## src/rtl/cci_mpf_csrs_pkg.sv

```systemverilog
// Shared MPF CSR definitions: event-counter control commands and the event
// index map used by the CSR manager when wiring shim pulses into the counter bank.
package cci_mpf_csrs_pkg;

    typedef enum logic [1:0] {
        EVT_SET_ENABLE     = 2'd0,
        EVT_CLEAR          = 2'd1,
        EVT_SNAPSHOT       = 2'd2,
        EVT_SNAPSHOT_CLEAR = 2'd3
    } t_cci_mpf_evt_cmd;

    localparam int EVT_VTP_4KB_HIT    = 0;
    localparam int EVT_VTP_4KB_MISS   = 1;
    localparam int EVT_VTP_2MB_HIT    = 2;
    localparam int EVT_VTP_2MB_MISS   = 3;
    localparam int EVT_VTP_PT_WALK    = 4;
    localparam int EVT_WRO_CONFLICT   = 5;
    localparam int EVT_VC_MAP_REMAP   = 6;
    localparam int EVT_PWRITE_PARTIAL = 7;
    localparam int EVT_NUM_DEFINED    = 8;

    function automatic logic cmd_clears(input t_cci_mpf_evt_cmd cmd);
        return (cmd == EVT_CLEAR) || (cmd == EVT_SNAPSHOT_CLEAR);
    endfunction

    function automatic logic cmd_snaps(input t_cci_mpf_evt_cmd cmd);
        return (cmd == EVT_SNAPSHOT) || (cmd == EVT_SNAPSHOT_CLEAR);
    endfunction

endpackage

```

## src/rtl/cci_mpf_event_counter_slice.sv

```systemverilog
// One event counter with sticky overflow and a snapshot copy of both.
// Clear wins over a same-cycle increment; snapshot captures the pre-update value.
module cci_mpf_event_counter_slice #(
    parameter int CNT_WIDTH = 48,
    parameter bit SATURATE  = 1'b1
) (
    input  logic                 clk,
    input  logic                 reset_n,
    input  logic                 inc,
    input  logic                 clr,
    input  logic                 snap,
    output logic [CNT_WIDTH-1:0] cnt,
    output logic                 ovf,
    output logic                 ovf_next,
    output logic [CNT_WIDTH-1:0] snap_cnt,
    output logic                 snap_ovf
);

    logic [CNT_WIDTH-1:0] cnt_next;

    always_comb begin
        // NOTE: defaults first so every path assigns both outputs; no latch can form.
        cnt_next = cnt;
        ovf_next = ovf;
        if (clr) begin
            cnt_next = '0;
            ovf_next = 1'b0;
        end else if (inc) begin
            if (&cnt) begin
                cnt_next = SATURATE ? cnt : '0;
                ovf_next = 1'b1;
            end else begin
                cnt_next = cnt + CNT_WIDTH'(1);
            end
        end
    end

    always_ff @(posedge clk or negedge reset_n) begin
        if (!reset_n) begin
            cnt      <= '0;
            ovf      <= 1'b0;
            // NOTE: the snapshot bank is reset too, so a never-snapped counter reads 0.
            snap_cnt <= '0;
            snap_ovf <= 1'b0;
        end else begin
            // NOTE: non-blocking, so snap_cnt below sees cnt from before this edge.
            cnt <= cnt_next;
            ovf <= ovf_next;
            if (snap) begin
                snap_cnt <= cnt;
                snap_ovf <= ovf;
            end
        end
    end

endmodule

```

## src/rtl/cci_mpf_event_counter_bank.sv

```systemverilog
// Bank of event counters for MPF shims: registered event input, global enable,
// clear/snapshot commands and a registered read port over live or snapshot values.
module cci_mpf_event_counter_bank
    import cci_mpf_csrs_pkg::*;
#(
    parameter int NUM_EVENTS      = 16,
    parameter int CNT_WIDTH       = 48,
    parameter bit SATURATE        = 1'b1,
    parameter bit ENABLE_AT_RESET = 1'b1,
    parameter int IDX_W           = (NUM_EVENTS > 1) ? $clog2(NUM_EVENTS) : 1
) (
    input  logic                  clk,
    input  logic                  reset_n,
    input  logic [NUM_EVENTS-1:0] evt_in,
    input  logic                  ctrl_valid,
    input  logic [1:0]            ctrl_cmd,
    input  logic                  ctrl_enable,
    input  logic                  rd_req,
    input  logic [IDX_W-1:0]      rd_idx,
    input  logic                  rd_live,
    output logic                  rd_rsp_valid,
    output logic [CNT_WIDTH-1:0]  rd_rsp_data,
    output logic                  rd_rsp_ovf,
    output logic                  enabled,
    output logic                  overflow_any
);

    // Read mux spans every encodable index; slots past NUM_EVENTS read as zero.
    localparam int NUM_SLOTS = 1 << IDX_W;

    t_cci_mpf_evt_cmd      cmd;
    logic                  do_clr;
    logic                  do_snap;
    logic                  do_set_en;
    logic [NUM_EVENTS-1:0] evt_q;
    logic [NUM_EVENTS-1:0] ovf_next_vec;
    logic [CNT_WIDTH-1:0]  cnt_arr  [NUM_SLOTS];
    logic [CNT_WIDTH-1:0]  snap_arr [NUM_SLOTS];
    logic [NUM_SLOTS-1:0]  ovf_vec;
    logic [NUM_SLOTS-1:0]  snap_ovf_vec;

    assign cmd       = t_cci_mpf_evt_cmd'(ctrl_cmd);
    assign do_clr    = ctrl_valid && cmd_clears(cmd);
    assign do_snap   = ctrl_valid && cmd_snaps(cmd);
    assign do_set_en = ctrl_valid && (cmd == EVT_SET_ENABLE);

    for (genvar i = 0; i < NUM_SLOTS; i++) begin : g_slot
        if (i < NUM_EVENTS) begin : g_cnt
            cci_mpf_event_counter_slice #(
                .CNT_WIDTH (CNT_WIDTH),
                .SATURATE  (SATURATE)
            ) u_slice (
                .clk      (clk),
                .reset_n  (reset_n),
                .inc      (enabled && evt_q[i]),
                .clr      (do_clr),
                .snap     (do_snap),
                .cnt      (cnt_arr[i]),
                .ovf      (ovf_vec[i]),
                .ovf_next (ovf_next_vec[i]),
                .snap_cnt (snap_arr[i]),
                .snap_ovf (snap_ovf_vec[i])
            );
        end else begin : g_pad
            assign cnt_arr[i]      = '0;
            assign snap_arr[i]     = '0;
            assign ovf_vec[i]      = 1'b0;
            assign snap_ovf_vec[i] = 1'b0;
        end
    end

    // Enable is sampled by the slices before this edge, so a SET_ENABLE only
    // gates evt_q from the following cycle.
    always_ff @(posedge clk or negedge reset_n) begin
        if (!reset_n) begin
            evt_q        <= '0;
            enabled      <= ENABLE_AT_RESET;
            overflow_any <= 1'b0;
        end else begin
            evt_q        <= evt_in;
            overflow_any <= |ovf_next_vec;
            if (do_set_en) begin
                enabled <= ctrl_enable;
            end
        end
    end

    always_ff @(posedge clk or negedge reset_n) begin
        if (!reset_n) begin
            rd_rsp_valid <= 1'b0;
            rd_rsp_data  <= '0;
            rd_rsp_ovf   <= 1'b0;
        end else begin
            rd_rsp_valid <= rd_req;
            if (rd_req) begin
                rd_rsp_data <= rd_live ? cnt_arr[rd_idx] : snap_arr[rd_idx];
                rd_rsp_ovf  <= rd_live ? ovf_vec[rd_idx] : snap_ovf_vec[rd_idx];
            end
        end
    end

endmodule

```

## config.mk

```make
export PLATFORM = sky130hd
export DESIGN_NAME = cci_mpf_event_counter_bank
export DESIGN_NICKNAME = d
export VERILOG_FILES = /design/src/rtl/cci_mpf_csrs_pkg.sv /design/src/rtl/cci_mpf_event_counter_slice.sv /design/src/rtl/cci_mpf_event_counter_bank.sv
export SDC_FILE = /design/constraint.sdc
export NUM_CORES = 2
export LEC_CHECK = 0
export ABC_CLOCK_PERIOD_IN_PS = 3000
export BUFFER_PORTS_ARGS = -buffer_cell sky130_fd_sc_hd__buf_4
export CORE_ASPECT_RATIO = 1.75
export CORE_UTILIZATION = 30
export DETAILED_ROUTE_END_ITERATION = 6
export MAX_ROUTING_LAYER = met4
export PLACE_DENSITY_LB_ADDON = 0.3
export SLEW_MARGIN = 15
export SYNTH_ARGS = -nofsm -noshare
export SYNTH_HDL_FRONTEND = slang
export SYNTH_SLANG_ARGS = --single-unit
```

## constraint.sdc

```tcl
create_clock -name clk -period 3 [get_ports clk]
set_clock_uncertainty 0.15 [all_clocks]
set_input_delay 0.6 -clock clk [delete_from_list [all_inputs] [get_ports clk]]
set_output_delay 0.6 -clock clk [all_outputs]
set_load 0.02 [all_outputs]
```

**Word-level counts from Yosys, hierarchy flattened**

Cells that the tools add are included.

- Add/sub/neg operators: 16
- $lt $le $gt $ge: 2
- Equal/unequal tests: 19
- Muxes and demuxes: 108
- Bitwise logic cells: 1
- Reductions and logical operators: 71

Operator list:

| kind | number |
|---|---|
| $mux 48 | 53 |
| $add 48x1->48 const B | 16 |
| $reduce_and 48->1 | 16 |
| $bmux 48 s4 | 2 |
| $mux 1 | 51 |
| $ne 2x2->1 const B | 16 |
| $reduce_and 2->1 | 16 |
| $reduce_bool 2->1 | 16 |
| $logic_and 1x1->1 | 19 |
| $reduce_or 16->1 | 1 |
| $bmux 1 s4 | 2 |
| $ge 5x5->1 const B | 1 |
| $lt 4x5->1 const B | 1 |
| $not 4->5 | 1 |
| $eq 2x2->1 const B | 2 |
| $eq 2x1->1 const B | 1 |
| $logic_not 2->1 | 1 |
| $logic_or 1x1->1 | 2 |

- Register bits: 1636
- Input bits: 28
- Word-level logic and storage cells: 287

**Logic depth before layout (Yosys ltp)**

- Depth after elaboration: 5
- Gate-level depth with buffers: 10

**Cells and area by module**

A second synthesis with hierarchy kept.

- Cells, all modules: 8519
- Area total of the unflattened synthesis: 91111.1 µm²

Modules (own cells, without submodules):

| module | instances | cells each | area an instance (µm²) | seq. area each (µm²) |
|---|---|---|---|---|
| cci_mpf_event_counter_slice at g_slot[0].g_cnt.u_slice ... | 15 | 424 | 4720.8 | 2452.4 |
| cci_mpf_event_counter_bank | 1 | 1773 | 15815.2 | 1702.9 |
| cci_mpf_event_counter_slice at g_slot[9].g_cnt.u_slice | 1 | 386 | 4484.3 | 2452.4 |

**Worst setup path after synthesis**

OpenSTA, ideal clock, no wires.

- Path kind: input -> register
- Start: input port rd_idx[0]
- End: register rd_rsp_data[27]
- Setup time: 0.137 ns
- Data arrival time: 2.690 ns
- Data required time: 2.713 ns
- Path slack: 0.023 ns
- Stages: 7
- Path through: clkbuf_1 -> buf_2 -> buf_1 -> mux4_2 -> mux4_2 -> mux2i_1 -> a21oi_1

- Word-level cells in the longest chain between the ends: 5
- Elaborated cells on any way between the ends: 8
- Those cells by class: mux (7); bitwise (1)

Ends and longest elaborated chain:

| element | line | source |
|---|---|---|
| from (decl) | cci_mpf_event_counter_bank.sv:19 | `input logic [IDX_W-1:0] rd_idx,` |
| $not 4->5 (implied by the code) * | cci_mpf_event_counter_bank.sv:96 | `rd_rsp_data <= rd_live ? cnt_arr[rd_idx] : snap_arr[rd_idx];` |
| $bmux 48 s4 | cci_mpf_event_counter_bank.sv:96 |  |
| $mux 48 (implied by the code) (2 in a row) | cci_mpf_event_counter_bank.sv:96 |  |
| $mux 48 * | cci_mpf_event_counter_bank.sv:96 |  |
| to (signal assigned) | cci_mpf_event_counter_bank.sv:96 |  |
| to (decl) | cci_mpf_event_counter_bank.sv:22 | `output logic [CNT_WIDTH-1:0] rd_rsp_data,` |

Mark *: on every way between the ends. The rest lies on a longest branch, timed or not. The select of a mux whose other input is x is not followed.
A chain may end at the register's enable or synchronous reset.

**Worst setup path after layout**

- Start: register enabled
- End: register g_slot[6].g_cnt.u_slice.cnt[5]

- Word-level cells in the longest chain between the ends: 3

Ends and longest elaborated chain:

| element | line | source |
|---|---|---|
| from (decl) | cci_mpf_event_counter_bank.sv:24 | `output logic enabled,` |
| from (signal assigned) | cci_mpf_event_counter_bank.sv:83 | `enabled <= ctrl_enable;` |
| $logic_and 1x1->1 | cci_mpf_event_counter_bank.sv:55 | `.inc (enabled && evt_q[i]),` |
| $reduce_bool 2->1 (no line) | -- |  |
| $reduce_and 2->1 (no line) | -- |  |
| to (signal assigned) | cci_mpf_event_counter_slice.sv:47 | `cnt <= cnt_next;` |
| to (decl) | cci_mpf_event_counter_slice.sv:12 | `output logic [CNT_WIDTH-1:0] cnt,` |

No other way between the ends.

==> results.json <==
{
  "placed_cell_area_um2": 96460,
  "worstPathRequired_ns": 3.52,
  "pwr-share-seq_pct": 46.7,
  "dr_wl_met3_mm": 13.85,
  "hpwlAfterDp_mm": 286.6,
  "synth_cell_types": 90,
  "cts.clk_slew.worst_paths_ns": 0.06,
  "netlist_area_um2": 83320,
  "leakage_uw": 0.04569,
  "post-cts-setup-buffers": 0,
  "path_buf_inv": 2,
  "num_rows": 255,
  "synth_fp_nets": 6999,
  "maxSlewViolCount": 0,
  "clock-sinks": 1636,
  "max_slew.worst_pin.slew_ns": 1.115,
  "synth-seq-area-share_pct": 49.14,
  "drc": 0,
  "wire_per_inst_um": 30.86,
  "core-area_um2": 276000,
  "synth_area_leaders": "dfrtp_1, mux4_2, mux2_2",
  "via_per_inst": 5.412,
  "grt_pass1_wl_mm": 504.5,
  "max_stage_delay_ns": 0.89,
  "worstPathCellList": "buf_12 > buf_4 > nand4_1 > a31oi_1 > nand4_1 > xor2_1 > nor2_1",
  "ant_nets": 0,
  "hold_start": "rd_req",
  "final_design_area_no_fill_um2": 102200,
  "cap_violations": 0,
  "cts_htree_levels": 4,
  "power_uw": 49560,
  "rsz0062_at_grt": "false",
  "maxSlewHeadroom_pct": 25.07,
  "clk_latency_ns": 0.84,
  "cts_tree": "yes",
  "fmax_mhz": 341.0,
  "utilization_pct": 37.05,
  "grt_max_degree": 139,
  "max-vdd-ir-drop_v": 0.0004271,
  "cts-root-buf": "clkbuf_16",
  "synth_top_area_share_pct": 49.10,
  "hold_class": "input pin to flip-flop",
  "grt_pass1_vias": 65050,
  "r2r_slack_ns": 0.07,
  "rr_startpoint": "enabled",
  "crit_slowest_cell": "a31oi_1",
  "ys_ff_latch": 1636,
  "critPathKind": "flip-flop to flip-flop",
  "seq_area_um2": 40940,
  "dr_wl_met2_mm": 176.4,
  "cp-start-kind": "flip-flop",
  "num_vias": 63120,
  "setup-tns-final_ns": 0,
  "status": "finished, final reports clean",
  "port_buffers": 79,
  "cts_buffer_depth": 4,
  "firstDrtPassIters": 5,
  "cpMostUsedCell": "nand4_1",
  "reg2reg_depth": 7,
  "rr_endpoint": "g_slot[6].g_cnt.u_slice.cnt[5]",
  "final_common_cell": "dfrtp_1",
  "gp_congestion": 0.9973,
  "drive_above_1_share_pct": 33.45,
  "start_util_pct": 30.19,
  "grt_overflow": 0,
  "drt-met1-wl_mm": 118.3,
  "min_path_cells": 2,
  "yosysTopAreaCell": "dfrtp_1",
  "finalHoldViolations": 0,
  "final_nets": 7958,
  "grt_usage_pct": 26.36,
  "drt_first_iter_violations": 5085,
  "setup_ws_ns": 0.06772,
  "top_layer": "met4",
  "clkPwrFrac_pct": 44.1,
  "synthCells": 6955,
  "critical_path.endpoint_type": "flip-flop",
  "die_y_um": 699.2,
  "die_area_um2": 279900,
  "syn_area_per_cell_um2": 11.98,
  "die_w_um": 400.4,
  "combPwrFrac_pct": 9.3,
  "period_share_pct": 97.74,
  "cts_buffers": 169,
  "boundaryPins": 80,
  "setup_violations": 0,
  "power.net_switching_uw": 12730,
  "ys_warn_count": 0,
  "async_reset_ff_share_pct": 100.0,
  "synth_edf_count": 0,
  "antenna_found_initial": 30,
  "synth_ff_type": "dfrtp_1",
  "path_delay_family": "compound AO/OA/AOI/OAI gates",
  "fin_crit_ns": 2.932,
  "pwr_density_cell_nw_per_um2": 484.7,
  "fill_cells": 26710,
  "multi_input_area_um2": 40500,
  "routed_wl_mm": 359.9,
  "switching_share_pct": 25.68,
  "path_max_fanout": 13,
  "arrival_ns": 3.45,
  "dp_slack_ns": -0.08354,
  "p_int_uw": 36830,
  "min_to": "rd_rsp_data[32]",
  "syn_to_final_growth_pct": 22.70,
  "final_cell_mix": "dfrtp_1, buf_4, nor2_1"
}
[metrics by stage]
step,hold slack (ns),std cells
2_1_floorplan,0.1544,6955
3_3_place_gp,0.3137,11320
3_5_place_dp,0.3157,11320
4_1_cts,0.004664,11630
5_1_grt,0.04002,11650
6_report,0.05545,11660
[worst register-to-register path: cells and delay by family (launching register included)]
kind | cells | cell delay (ns)
AOI/OAI and AO/OA | 1 | 0.89
DFF | 1 | 0.64
buffers and inverters | 2 | 0.40
xor gates and xnor gates | 1 | 0.19
and+or+nand+nor | 3 | 0.52
[how the worst max path moves through the flow]
stage               startpoint                              end  slack [ns]  cells past startpoint
global placement     rd_idx[0]                  rd_rsp_data[27]       -0.08                      7
global route           enabled  g_slot[7].g_cnt.u_slice.cnt[21]       0.006                     12
finish                 enabled   g_slot[6].g_cnt.u_slice.cnt[5]        0.07                      7
detailed placement   rd_idx[0]                  rd_rsp_data[27]       -0.08                      7
floorplan            rd_idx[0]                  rd_rsp_data[27]        0.02                      7
CTS                    enabled  g_slot[9].g_cnt.u_slice.cnt[39]        0.09                      7
[cells by family (layout without fill, tap and decap cells)]
group | count (synthesis) | count (layout) | synth area share [%]
simple gates | 2501 | 2501 | 14.95
flops | 1636 | 1636 | 49.14
mux | 1258 | 1258 | 23.54
xor+xnor | 653 | 653 | 6.864
buf+inv | 477 | 1549 | 2.310
compound gates | 414 | 414 | 2.963
fa+ha+maj | 16 | 16 | 0.2403
other cells | 0 | 36 | 0
[layer usage]
layer  global-route usage, %  up-vias
li1                        -    27210
met5                       -        -
met4                   29.73        0
met1                   25.90    32810
met3                   2.525      935
met2                   43.47     2168
[repair_timing]
item / CTS / global route
pin swaps: 0 / 1
endpoints found under the setup margin: 1 / 16
hold endpoints to repair: 410 / 0
resized for setup: 1 / 4
hold buffers: 19 / 0
[layout make-up]
class / instances / share of cell area, %
timing repair buffer: 1182 / 10.20
clock buffer: 246 / 4.865
multi-input combinational: 4842 / 39.61
inverter: 83 / 0.3047
sequential: 1636 / 40.04
tap: 3598 / 4.403
clock inverter: 38 / 0.4895
antenna: 36 / 0.08811
[cells in the mapped netlist (all sizes together) (8+ instances only)]
cell	instances
nand4	251
xnor2	283
nor4	90
nor2	840
nand2	408
clkbuf	296
a211oi	8
a21oi	165
mux2i	58
and4	94
dfrtp	1635
mux2	710
and2	65
nor3	160
o21ai	176
mux4	490
and3	103
or4	18
nand3	326
ha	16
xor2	370
or3	110
buf	97
inv	83
[registers in the layout (all words and copies together), names as in the netlist]
| register | count |
|---|---|
| g_slot.g_cnt.u_slice.cnt | 768 |
| g_slot.g_cnt.u_slice.snap_cnt | 768 |
| rd_rsp_data | 48 |
| evt_q | 16 |
| g_slot.g_cnt.u_slice.ovf | 16 |
| g_slot.g_cnt.u_slice.snap_ovf | 16 |
| enabled | 1 |
| overflow_any | 1 |
| rd_rsp_ovf | 1 |
| rd_rsp_valid | 1 |
[power by group through the flow]
stage	logic [µW]	clock network (µW)	registers [µW]
after CTS	4610	22200	23100
after floorplan	2080	0	23400
final	4590	21800	23100
after global routing	4880	23000	23200
after global placement	4500	0	23500
after detailed placement	4570	0	23500
No activity file was read; power rests on OpenSTA's default activity.
